$ cat config.mk
export PLATFORM = sky130hd
export DESIGN_NAME = interleaved_modmult
export DESIGN_NICKNAME = d
export VERILOG_FILES = /design/src/rtl/rsa_pkg.sv /design/src/rtl/modmult_step.sv /design/src/rtl/interleaved_modmult.sv
export SDC_FILE = /design/constraint.sdc
export NUM_CORES = 1
export LEC_CHECK = 0
export CORE_ASPECT_RATIO = 0.7
export CORE_UTILIZATION = 35
export DETAILED_ROUTE_END_ITERATION = 12
export SLEW_MARGIN = 20
export SYNTH_ARGS = -nofsm -noshare
export SYNTH_HDL_FRONTEND = slang
export SYNTH_SLANG_ARGS = --single-unit
$ cat constraint.sdc
create_clock -name clk -period 13.3 [get_ports clk]
set_input_delay 2.66 -clock clk [delete_from_list [all_inputs] [get_ports clk]]
set_output_delay 2.66 -clock clk [all_outputs]
set_load 0.01 [all_outputs]
$ cat src/rtl/rsa_pkg.sv
// Shared types and constants for the RSA datapath engines.
package rsa_pkg;

  typedef enum logic {
    IDLE = 1'b0,
    CALC = 1'b1
  } modmult_state_t;

  localparam int RSA_WIDTH = 32;

  // Bit-counter width; wide enough to hold WIDTH-1.
  function automatic int modmult_cnt_width(input int width);
    return (width > 2) ? $clog2(width) : 1;
  endfunction

endpackage

$ cat src/rtl/modmult_step.sv
// One interleaved shift-add-reduce iteration: P' = (2P + bit*b) mod n, given P < n.
module modmult_step
  import rsa_pkg::*;
#(
  parameter int WIDTH = RSA_WIDTH
) (
  input  logic [WIDTH+1:0] p_in,
  input  logic             bit_in,
  input  logic [WIDTH-1:0] b,
  input  logic [WIDTH-1:0] n,
  output logic [WIDTH+1:0] p_out
);

  logic [WIDTH+1:0] b_ext;
  logic [WIDTH+1:0] n_ext;
  logic [WIDTH+1:0] sum;
  logic [WIDTH+1:0] red1;

  // 2P + b < 3n, so two conditional subtractions always restore P < n.
  always_comb begin
    b_ext = {2'b00, b};
    n_ext = {2'b00, n};
    sum   = (p_in << 1) + (bit_in ? b_ext : '0);
    red1  = (sum >= n_ext) ? (sum - n_ext) : sum;
    p_out = (red1 >= n_ext) ? (red1 - n_ext) : red1;
  end

endmodule

$ cat src/rtl/interleaved_modmult.sv
// Bit-serial (a*b) mod n engine, MSB-first interleaved reduction with a go/done handshake.
// Define MODMULT_RADIX4_EN to process two multiplier bits per cycle (WIDTH must be even).
module interleaved_modmult
  import rsa_pkg::*;
#(
  parameter int WIDTH = RSA_WIDTH
) (
  input  logic             clk,
  input  logic             rst,
  input  logic             go,
  input  logic [WIDTH-1:0] a,
  input  logic [WIDTH-1:0] b,
  input  logic [WIDTH-1:0] n,
  output logic [WIDTH-1:0] result,
  output logic             done,
  output logic             busy,
  output logic             err
);

  localparam int CW = modmult_cnt_width(WIDTH);
  localparam logic [CW-1:0] CNT_TOP = CW'(WIDTH - 1);

  if (WIDTH < 2) begin : g_bad_width
    $fatal(1, "interleaved_modmult: WIDTH must be at least 2");
  end

  modmult_state_t   state_q, state_d;
  logic [WIDTH-1:0] a_q, a_d;
  logic [WIDTH-1:0] b_q, b_d;
  logic [WIDTH-1:0] n_q, n_d;
  logic [WIDTH+1:0] p_q, p_d;
  logic [CW-1:0]    cnt_q, cnt_d;
  logic [WIDTH-1:0] result_q, result_d;
  logic             done_q, done_d;
  logic             err_q, err_d;

  logic [WIDTH+1:0] p_step0;
  logic [WIDTH+1:0] p_next;
  logic [CW-1:0]    cnt_step;
  logic             last_iter;
  logic             bad_operands;

  modmult_step #(.WIDTH(WIDTH)) u_step0 (
    .p_in  (p_q),
    .bit_in(a_q[cnt_q]),
    .b     (b_q),
    .n     (n_q),
    .p_out (p_step0)
  );

`ifdef MODMULT_RADIX4_EN
  if ((WIDTH % 2) != 0) begin : g_odd_width
    $fatal(1, "interleaved_modmult: radix-4 mode requires an even WIDTH");
  end

  logic [CW-1:0] cnt_lo;
  assign cnt_lo = cnt_q - 1'b1;

  // Second iteration consumes bit i-1 in the same cycle.
  modmult_step #(.WIDTH(WIDTH)) u_step1 (
    .p_in  (p_step0),
    .bit_in(a_q[cnt_lo]),
    .b     (b_q),
    .n     (n_q),
    .p_out (p_next)
  );

  assign cnt_step  = CW'(2);
  assign last_iter = (cnt_q == CW'(1));
`else
  assign p_next    = p_step0;
  assign cnt_step  = CW'(1);
  assign last_iter = (cnt_q == '0);
`endif

  assign bad_operands = (n == '0) || (a >= n) || (b >= n);

  always_comb begin
    state_d  = state_q;
    a_d      = a_q;
    b_d      = b_q;
    n_d      = n_q;
    p_d      = p_q;
    cnt_d    = cnt_q;
    result_d = result_q;
    err_d    = err_q;
    done_d   = 1'b0;

    case (state_q)
      IDLE: begin
        if (go) begin
          a_d   = a;
          b_d   = b;
          n_d   = n;
          p_d   = '0;
          cnt_d = CNT_TOP;
          err_d = 1'b0;
          // Faulty operands complete at once with a zero result and err set.
          if (bad_operands) begin
            result_d = '0;
            err_d    = 1'b1;
            done_d   = 1'b1;
          end else begin
            state_d = CALC;
          end
        end
      end

      CALC: begin
        p_d   = p_next;
        cnt_d = cnt_q - cnt_step;
        if (last_iter) begin
          result_d = p_next[WIDTH-1:0];
          done_d   = 1'b1;
          cnt_d    = '0;
          state_d  = IDLE;
        end
      end

      default: state_d = IDLE;
    endcase
  end

  always_ff @(posedge clk or negedge rst) begin
    if (!rst) begin
      state_q  <= IDLE;
      a_q      <= '0;
      b_q      <= '0;
      n_q      <= '0;
      p_q      <= '0;
      cnt_q    <= '0;
      result_q <= '0;
      done_q   <= 1'b0;
      err_q    <= 1'b0;
    end else begin
      state_q  <= state_d;
      a_q      <= a_d;
      b_q      <= b_d;
      n_q      <= n_d;
      p_q      <= p_d;
      cnt_q    <= cnt_d;
      result_q <= result_d;
      done_q   <= done_d;
      err_q    <= err_d;
    end
  end

  assign result = result_q;
  assign done   = done_q;
  assign busy   = (state_q == CALC);
  assign err    = err_q;

endmodule

==> metrics, run 1 <==
outcome=finished, final reports clean; crit path DAT=12.14 ns; DRT antenna net count=0; Syn Area/Cell=8.55 um2; DR iter-0 viols=roughly 1300; clock sink count=approximately 170; Max Freq=roughly 85 MHz; top cell type by total area after synthesis=dfrtp_1; fraction of registers with async set/reset=100%; post-route setup TNS=0 ns; crit path launch type=register; share of layout cells above drive strength 1=6.26%; GRT Total Usage=between 20% and 30%; ant diodes=0; number of remaining DRC errors=0; Hold Path Cell Cnt=2; CP max stage cell=dfrtp_1; Critical path buffers and inverters=2; Synth Net Count=1886; Initial Util=between 30% and 40%; Required @ worst endpoint=between 10 and 15 ns; Hold Startpoint=b_q[28]; Rows=60; worst r2r src=cnt_q[0]; fin util=~42%; relative slew slack=about a third; Setup Fix Bufs, Post-CTS=0; M3 GR Usage=around 6.1%; Crit Path Max Fanout=30; worst hold path class=register to register; R2R Setup Slk=approximately 1.5 ns; crit path kind=register to register; fin crit period=approximately 12 ns; IO Count=134; H-tree Lvls=4; largest net degree at the start of global routing=slightly above 90; Core ar.=0.0387 mm2; Critical Path Sink Type=register; CP max stage delay=between 0.7 and 0.8 ns; cell family with most CP delay=compound AO/OA/AOI/OAI gates; Slew Viols, Final=0; met2 usage=between 20 and 30%; worst r2r dst=p_q[30]; met1 usage in global routing=38.2%; Yosys top cell area share=30.4%; sequential element share of the synthesized area=~30%; GP Congestion=0.939; Final nets=between 1500 and 2000; first-pass GRT wire length=just over 70 mm; post-CTS resize count=0; Post-CTS Hold Fix Bufs=0; top cells by area, synth=dfrtp_1 30%, ha_1 14%, nand2_1 8.6%; vias in the first global route=11931; Die H=approximately 170 um; final worst-path cycle share=about nine tenths; Worst-Margin Slew=slightly above 1 ns; DR WL/cell=~21 um; Setup violations, final=0; Fillers=about 3900; Reg area=~0.0042 mm2; Clock Skews=~0.021 ns; DR vias/cell=between 5 and 6; Mapped Area=between 0.01 and 0.015 mm2; most frequent cell after synthesis=nand2_1; most used routing layer=met1; DP HPWL=around 38 mm; global route total overflow=0; EDFF count, synth=0; worst skew pair latency=0.46 ns; Worst R2R Path Depth=38; Yosys cell types=67; Syn. warnings=0; Via Count=around 13000; Max Cap Viol=0; CTS Buffer Depth=2; Hold Path End=b_q[28]; TritonCTS Buffers=17; Post-Synthesis Cells=about 1600; Most used DFF post-synth=dfrtp_1; final hold viol count=0; Detailed Routing Iterations Pass 1=6; area delta synth->final=17.7%; RSZ-0062 raised after global routing=no; Clk Tree Root Cell=clkbuf_16; Total Wirelength=46.8 mm; synth cell count leaders=319 x nand2_1, 169 x dfrtp_1, 160 x ha_1; IO buf count=around 130; flops & latches, synth=between 150 and 200; chip width=240 um; Reg clk slew, reported paths=0.08 ns; CTS tree=built; die area=between 0.04 and 0.05 mm2; initial antenna violation count=0; area of the multi-input gates=a little over 0.009 mm2
logic make-up after synthesis:
| group | count (synthesis) | synth area share [%] |
|---|---|---|
| flip-flops | 169 | 30.4 |
| AO/OA/AOI/OAI | 466 | 21.9 |
| adder cells (fa/ha/maj) | 163 | 14.8 |
| XOR/XNOR | 84 | 5.30 |
| AND/OR/NAND/NOR | 543 | 17.8 |
| buffers and inverters | 149 | 4.23 |
| multiplexers | 50 | 5.45 |
through the flow:
step / cells / instance area, um2 / setup slack (ns) / hold slack (ns)
after floorplan: 1624 / 13900 / 4.00 / 0.438
after global placement: 2237 / 15700 / 1.82 / 0.453
after detailed placement: 2237 / 15700 / 1.58 / 0.460
after CTS: 2269 / 16400 / 1.56 / 0.477
after global routing: 2269 / 16400 / 0.753 / 0.504
final: 2269 / 16400 / 1.51 / 0.473
registers in the layout, summed over array words and instances, names as in the netlist:
| name | count |
|---|---|
| b_q | 32 |
| a_q | 32 |
| busy | 1 |
| cnt_q | 5 |
| n_q | 32 |
| done | 1 |
| result | 32 |
| err | 1 |
| p_q | 33 |
metal layers:
metal | vias to the layer above | part of all wire, %
met3 | 33 | 9.3
met2 | 538 | 36
met5 | - | 0
met1 | 5956 | 53
li1 | 6027 | -
met4 | 0 | 1.3
cell usage in the layout, fill, tap and decap left out, types with 4 or more instances in the layout:
| cell | synthesis | layout |
|---|---|---|
| a2111oi_0 | 5 | 5 |
| a211oi_1 | 13 | 13 |
| a21o_1 | 43 | 43 |
| a21oi_1 | 109 | 109 |
| a221oi_1 | 5 | 5 |
| a22o_1 | 56 | 56 |
| a31o_2 | 5 | 5 |
| a31oi_1 | 8 | 8 |
| and2_1 | 7 | 7 |
| and3_1 | 9 | 9 |
| and4_1 | 5 | 5 |
| buf_4 | 1 | 9 |
| clkbuf_16 | 0 | 17 |
| clkdlybuf4s50_1 | 0 | 132 |
| dfrtp_1 | 169 | 169 |
| ha_1 | 160 | 160 |
| inv_1 | 92 | 92 |
| mux2_2 | 9 | 9 |
| mux2_4 | 24 | 24 |
| mux2i_1 | 7 | 6 |
| mux4_2 | 10 | 10 |
| nand2_1 | 319 | 318 |
| nand2b_1 | 19 | 19 |
| nand3_1 | 18 | 18 |
| nand4_1 | 25 | 25 |
| nor2_1 | 53 | 51 |
| nor2b_1 | 46 | 45 |
| nor3_1 | 11 | 11 |
| nor4_1 | 12 | 12 |
| o211ai_1 | 10 | 10 |
| o21a_1 | 20 | 19 |
| o21ai_0 | 129 | 129 |
| o21ai_1 | 4 | 4 |
| o21bai_1 | 10 | 10 |
| o2bb2ai_1 | 5 | 5 |
| o31a_1 | 5 | 5 |
| o31ai_1 | 11 | 11 |
| or2_2 | 6 | 6 |
| xnor2_1 | 59 | 59 |
| xor2_1 | 25 | 25 |
cell type report:
type | count | share of cell area [%]
clock buffer | 20 | 2.73
clock inverter | 12 | 1.00
inverter | 92 | 2.11
multi-input combinational | 1306 | 55.6
sequential | 169 | 25.9
tap | 527 | 4.03
timing repair buffer | 143 | 8.63
worst max-delay path by stage:
stage / startpoint / end / depth (start not counted)
after floorplan: cnt_q[0] / p_q[10] / 38
after global placement: cnt_q[0] / p_q[30] / 38
after detailed placement: cnt_q[0] / p_q[30] / 38
after CTS: cnt_q[0] / p_q[30] / 38
after global routing: cnt_q[0] / p_q[30] / 38
final: cnt_q[0] / p_q[30] / 38
worst register-to-register path, delay by kind of cell (launching register included):
family,cells,cell delay [ns]
mux,5,2.64
simple gates,6,1.50
compound gates,20,4.17
flops,1,0.71
fa+ha+maj,5,1.76
buf+inv,2,0.92
Power of run 1 is not shown: default switching activity piles up to over one toggle a cycle in this logic, so the estimate is an artifact.
==> run 2, diff against run 1 <==
Settings changed: CAP_MARGIN from default to 10.
==> results of run 2 <==
Final layout, timing and power as in run 1 (identical DEF).
Power of run 2 is left out for the same reason.
==> patch 1, RTL diff (flow settings as in run 2) <==
Set the package constant `RSA_WIDTH` to 64 (it was 32).
--- a/src/rtl/rsa_pkg.sv
+++ b/src/rtl/rsa_pkg.sv
@@ -6,7 +6,7 @@
     CALC = 1'b1
   } modmult_state_t;
 
-  localparam int RSA_WIDTH = 32;
+  localparam int RSA_WIDTH = 64;
 
   // Bit-counter width; wide enough to hold WIDTH-1.
   function automatic int modmult_cnt_width(input int width);
Ports: changed (resized a, b, n and result); port bits go from 134 to 262. No check against the original RTL was run, so the function may have changed too.
==> patch 1 against run 2 <==
Routed wire length grew 150%. Synthesized area grew 110%. Sequential cell count grew 161. Worst setup slack lost 860 ps. Sequential share of layout area shrank 2.1 points. Cell area grew 110%. Critical endpoint is now p_q[20].
Power is left out: the tool's default activity adds up to more than one toggle a clock period on the data nets, which glitch-free logic cannot reach.
==> patch 1: results (changes against run 2) <==
Filler-free cell count of the finished design = 4708 (was 2269)
Smallest hold slack = 500 ps (was 473 ps)
Hold WC Path Type = register to register (unchanged)
Worst Min Path Start = b_q[3] (was b_q[28])
Initial antenna violation count = 3 (was 0)
Estimated wirelength of the detail-placed design = 96.3 mm (was 37.5 mm)
Max Clock Skew = 22.1 ps (was 20.7 ps)
Cell with the biggest individual delay on the critical path = dfrtp_1 (unchanged)
Capture instance of the worst register-to-register path = p_q[20] (was p_q[30])
Number of flip-flops under the largest register name = 65 (was 33)
Via count of the first global-routing pass = 25500 (was 11900)
End point of the worst hold path = b_q[3] (was b_q[28])
Peak per-stage delay on the critical path = 850 ps (was 710 ps)
Register-to-register setup slack = 650 ps (was 1510 ps)
Post-detailed-placement cell area = 33600 um^2 (was 15700 um^2)
Htree depth = 2 (was 4)
Count of unique library cells instantiated by Yosys = 77 (was 67)
Clock latency on the worst-skew pair = 590 ps (was 460 ps)
Origin of the critical flop-to-flop path = cnt_q[1] (was cnt_q[0])
Sum of routed wire length over all layers = 117 mm (was 46.8 mm)
Maximum clock path buffer count = 3 (was 2)
Largest net degree at the start of global routing = 221 (was 91)
Fraction of layout cells with a size suffix above 1 = 10.9% (was 6.26%)
Vias per cell = 5.83 (was 5.53)
TritonCTS buffer count = 38 (was 17)
Arithmetic-cell share of the synthesized area counting full adders, half adders and majority gates = 14.0% (was 14.8%)
Hold Path Stages = 1 (was 2)
Total nets after synthesis = 3856 (was 1886)
Reg clk slew, reported paths = 60 ps (was 80 ps)
Top Family by Delay on Critical Path = compound AO/OA/AOI/OAI gates (unchanged)
Max FO, Critical Path = 35 (was 30)
Input/output buffers = 261 (was 133)
Multiplexer area fraction after synthesis = 9.77% (was 5.45%)
Global Route Usage Sum = 27.0% (was 23.5%)
Worst Setup Slack post-DPL = 840 ps (was 1580 ps)
Avg Synthesized Cell Area = 8.74 um^2 (was 8.55 um^2)
First drt pass iteration count = 6 (unchanged)
Cell depth of the worst flop-to-flop path = 42 (was 38)
Largest cells by area after synthesis = dfrtp_1 28%, ha_1 14%, mux2_2 5.8% (was dfrtp_1 30%, ha_1 14%, nand2_1 8.6%)
Share of synthesized area occupied by flip-flops and latches = 28.3% (was 30.4%)
Count of buffers added by post-CTS timing repair for setup = 0 (unchanged)
Inst Count DP = 4641 (was 2237)
Ys async rst share = 100% (unchanged)
Worst slew margin relative to its limit = 17.0% (was 31.8%)
Yosys warning total = 0 (unchanged)
Result of the run = complete, no violations (unchanged)
Synth Area in XOR/XNOR = 5.40% (was 5.30%)
Routability cong. = 1.01 (was 0.939)
Nets = 4121 (was 1991)
Data arrival at the endpoint of the critical path = 13120 ps (was 12140 ps)
Initial DRC count = 3168 (was 1310)
Post-synth top cells = 330 x dfrtp_1, 321 x ha_1, 302 x a21oi_1 (was 319 x nand2_1, 169 x dfrtp_1, 160 x ha_1)
First-pass GRT wire length = 170 mm (was 71.6 mm)
Share of the synthesized area in compound gates (AO/OA/AOI/OAI) = 23.3% (was 21.9%)
[patch 1: cell types whose count changed after synthesis, sizes merged, moves of 99 or more]
cell    before  now
a21oi      109  303
clkbuf      49  148
dfrtp      169  330
ha         160  321
inv         92  195
mux2        33  203
nor2        53  189
[patch 1: how the worst max path moves through the flow]
| stage | from | end | slack [ps] |
|---|---|---|---|
| 6_report | cnt_q[1] | p_q[20] | 650 |
| 5_1_grt | cnt_q[1] | result[20] | 90 |
| 4_1_cts | cnt_q[1] | p_q[37] | 740 |
| 3_5_place_dp | cnt_q[1] | p_q[20] | 840 |
| 3_3_place_gp | cnt_q[1] | result[20] | 1000 |
| 2_1_floorplan | cnt_q[0] | result[63] | 1890 |
[patch 1: layout make-up]
| type | instances | area [um^2] |
|---|---|---|
| Sequential cell | 330 | 8260 |
| Clock inverter | 12 | 134 |
| Antenna cell | 3 | 7.51 |
| Fill cell | 8104 | 47700 |
| Inverter | 195 | 732 |
| Tap cell | 1080 | 1350 |
| Timing Repair Buffer | 398 | 3760 |
| Multi-Input combinational cell | 2639 | 19500 |
| Clock buffer | 51 | 1050 |
[patch 1: logic make-up (layout without fill, tap and decap cells)]
family,after synthesis,after routing
muxes,233,233
AOI/OAI and AO/OA,1048,1048
xor gates and xnor gates,180,180
buffers and inverters,368,656
DFF,330,330
and+or+nand+nor,854,854
adders and majority gates,324,324
other,0,3
[patch 1: layer usage]
| metal | vias up | global-route usage, % | part of all wire [%] |
|---|---|---|---|
| met5 | - | 0 | 0.018 |
| met4 | 4 | 6.17 | 2.1 |
| met3 | 124 | 9.37 | 12 |
| met2 | 1237 | 33.4 | 36 |
| met1 | 13300 | 42.8 | 50 |
| li1 | 12800 | - | - |
==> patch 2, RTL diff (config.mk and constraints of run 2) <==
Without the edit above. Register the inputs `go` and `a` before use, with the module's reset. The logic sees them one clock later. The other inputs are not delayed to match.
--- a/src/rtl/interleaved_modmult.sv
+++ b/src/rtl/interleaved_modmult.sv
@@ -19,6 +19,19 @@
 
   localparam int CW = modmult_cnt_width(WIDTH);
   localparam logic [CW-1:0] CNT_TOP = CW'(WIDTH - 1);
+
+  logic go_q;
+  logic [WIDTH-1:0] a_r;
+
+  always_ff @(posedge clk or negedge rst) begin
+    if (!rst) begin
+      go_q <= '0;
+      a_r  <= '0;
+    end else begin
+      go_q <= go;
+      a_r  <= a;
+    end
+  end
 
   if (WIDTH < 2) begin : g_bad_width
     $fatal(1, "interleaved_modmult: WIDTH must be at least 2");
@@ -73,7 +86,7 @@
   assign last_iter = (cnt_q == '0);
 `endif
 
-  assign bad_operands = (n == '0) || (a >= n) || (b >= n);
+  assign bad_operands = (n == '0) || (a_r >= n) || (b >= n);
 
   always_comb begin
     state_d  = state_q;
@@ -88,8 +101,8 @@
 
     case (state_q)
       IDLE: begin
-        if (go) begin
-          a_d   = a;
+        if (go_q) begin
+          a_d   = a_r;
           b_d   = b;
           n_d   = n;
           p_d   = '0;
Formal check against the unedited RTL: not equivalent (a bounded check fails within 4 cycles, from zero or initial values and one cycle with rst low).
==> patch 2 against run 2 <==
Sequential cell count increased by 33. Worst setup slack got worse by 250 ps. Critical path depth decreased by 2. Cell area increased by 9.4%. Routed wire length increased by 9.2%. Synthesized area increased by 9.1%.
Power is left out: the tool's default activity adds up to more than one toggle a clock period on the data nets, which glitch-free logic cannot reach.
==> patch 2: results (changes against run 2) <==
Result of the run = complete, no violations (unchanged)
Global Route Usage Sum = 23.1% (was 23.5%)
Largest net degree at the start of global routing = 106 (was 91)
Peak per-stage delay on the critical path = 910 ps (was 710 ps)
Max FO, Critical Path = 40 (was 30)
Clock latency on the worst-skew pair = 560 ps (was 460 ps)
Via count of the first global-routing pass = 13000 (was 11900)
Number of vias in the routed layout = 13500 (was 12600)
TritonCTS buffer count = 24 (was 17)
Smallest hold slack = 463 ps (was 473 ps)
Htree depth = 1 (was 4)
Cells after synthesis = 1743 (was 1624)
Routability cong. = 0.983 (was 0.939)
Data arrival at the endpoint of the critical path = 12490 ps (was 12140 ps)
Yosys warning total = 0 (unchanged)
Hold WC Path Type = register to register (unchanged)
Number of flip-flops under the largest register name = 33 (unchanged)
Register name with the most flops = p_q (unchanged)
End point of the critical path = p_q[8] (was p_q[30])
Input/output buffers = 133 (unchanged)
Largest cells by area after synthesis = dfrtp_1 33%, ha_1 13%, nand2_1 7.3% (was dfrtp_1 30%, ha_1 14%, nand2_1 8.6%)
Register-to-register setup slack = 1260 ps (was 1510 ps)
Min cycle time layout = 12040 ps (was 11790 ps)
Ys async rst share = 100% (unchanged)
Cell with the most instances after synthesis = nand2_1 (unchanged)
Post-synth top cells = 296 x nand2_1, 202 x dfrtp_1, 160 x ha_1 (was 319 x nand2_1, 169 x dfrtp_1, 160 x ha_1)
Met2 wirelength from detailed routing = 21.1 mm (was 17.0 mm)
Fraction of layout cells with a size suffix above 1 = 7.48% (was 6.26%)
Maximum clock path buffer count = 3 (was 2)
Count of buffers added by post-CTS timing repair for setup = 0 (unchanged)
Initial antenna violation count = 0 (unchanged)
Sum of routed wire length over all layers = 51.2 mm (was 46.8 mm)
Launching element type of the critical path = register (unchanged)
Initial DRC count = 1248 (was 1310)
Worst Setup Slack post-DPL = 1470 ps (was 1580 ps)
Launching element of the worst setup path = cnt_q[0] (unchanged)
Routed length per instance = 21.2 um (was 20.6 um)
First drt pass iteration count = 6 (unchanged)
FILL cells = 4169 (was 3932)
Total nets after synthesis = 2005 (was 1886)
Number of instances resized during post-cts repair = 0 (unchanged)
Nets = 2104 (was 1991)
Slew of the pin with the lowest slew margin = 1090 ps (was 1020 ps)
Count of unique library cells instantiated by Yosys = 78 (was 67)
Cell with the biggest individual delay on the critical path = a2111oi_4 (was dfrtp_1)
Met3 routed WL = 3.61 mm (was 4.36 mm)
Inst Count DP = 2367 (was 2237)
First-pass GRT wire length = 78.4 mm (was 71.6 mm)
Sum of routed wire segments on met1 = 24.8 mm (was 24.9 mm)
Top Family by Delay on Critical Path = compound AO/OA/AOI/OAI gates (unchanged)
Reg clk slew, reported paths = 60 ps (was 80 ps)
Estimated wirelength of the detail-placed design = 39.4 mm (was 37.5 mm)
Portion of synthesized cell area occupied by the leading cell type = 33.4% (was 30.4%)
Max Clock Skew = 27.4 ps (was 20.7 ps)
Share of synthesized area occupied by flip-flops and latches = 33.4% (was 30.4%)
Highest metal layer with signal wires = met4 (unchanged)
-- patch 2: changes by cell type after synthesis, moves of 11 or more --
cell     delta
nor2_1     +41
mux2_2     +39
o21ai_0    -35
dfrtp_1    +33
mux2_4     -24
nand2_1    -23
nand3_1    +21
nor3_1     +16
a22o_1     -11
inv_1      +11
-- patch 2: tightest hold or removal path, cell delays in order, from the launching register on --
cell and delay, ps:
dfrtp_1 330, nand2_1 50, nand2_1 50
-- patch 2: area by class of cell --
| cell class | instances | area, um^2 | share of cell area, % |
|---|---|---|---|
| multi-input cells | 1367 | 9460 | 52.9 |
| inverters | 103 | 387 | 2.16 |
| clock buffers | 30 | 663 | 3.71 |
| clock inverters | 13 | 189 | 1.06 |
| flip-flops and latches | 202 | 5060 | 28.3 |
| repair buffers | 144 | 1440 | 8.07 |
| well taps | 552 | 691 | 3.86 |
| diodes | 1 | 2.50 | 0.0140 |
-- patch 2: worst min-delay path by stage --
stage | from | end | cells past startpoint
after floorplan | b_q[10] | b_q[10] | 2
after global placement | b_q[31] | b_q[31] | 2
after detailed placement | b_q[27] | b_q[27] | 2
after CTS | b_q[27] | b_q[27] | 2
after global routing | b_q[1] | b_q[1] | 2
final | b_q[1] | b_q[1] | 2
-- patch 2: layer usage --
metal  track usage, %  up-vias
li1                 -     6450
met1             33.9     6552
met2             33.6      444
met3             4.88       87
met4             7.34        0
met5                0        -
-- patch 2: kinds of logic (layout without fill, tap and decap cells) --
group | Yosys count | in the layout | share of synthesized area (%)
other cells | 0 | 1 | 0
flops | 202 | 202 | 33.4
fa+ha+maj | 163 | 163 | 13.6
compound gates | 458 | 458 | 20.3
simple gates | 606 | 606 | 18.4
buf+inv | 174 | 290 | 4.52
xor+xnor | 72 | 72 | 4.16
mux | 68 | 68 | 5.71
-- patch 2: per-stage QoR --
step / util (%) / instance area (um^2)
after CTS: 42.0 / 17900
after global placement: 40.0 / 17000
after global routing: 42.1 / 17900
after floorplan: - / 15200
after detailed placement: 40.0 / 17000
final: 42.1 / 17900
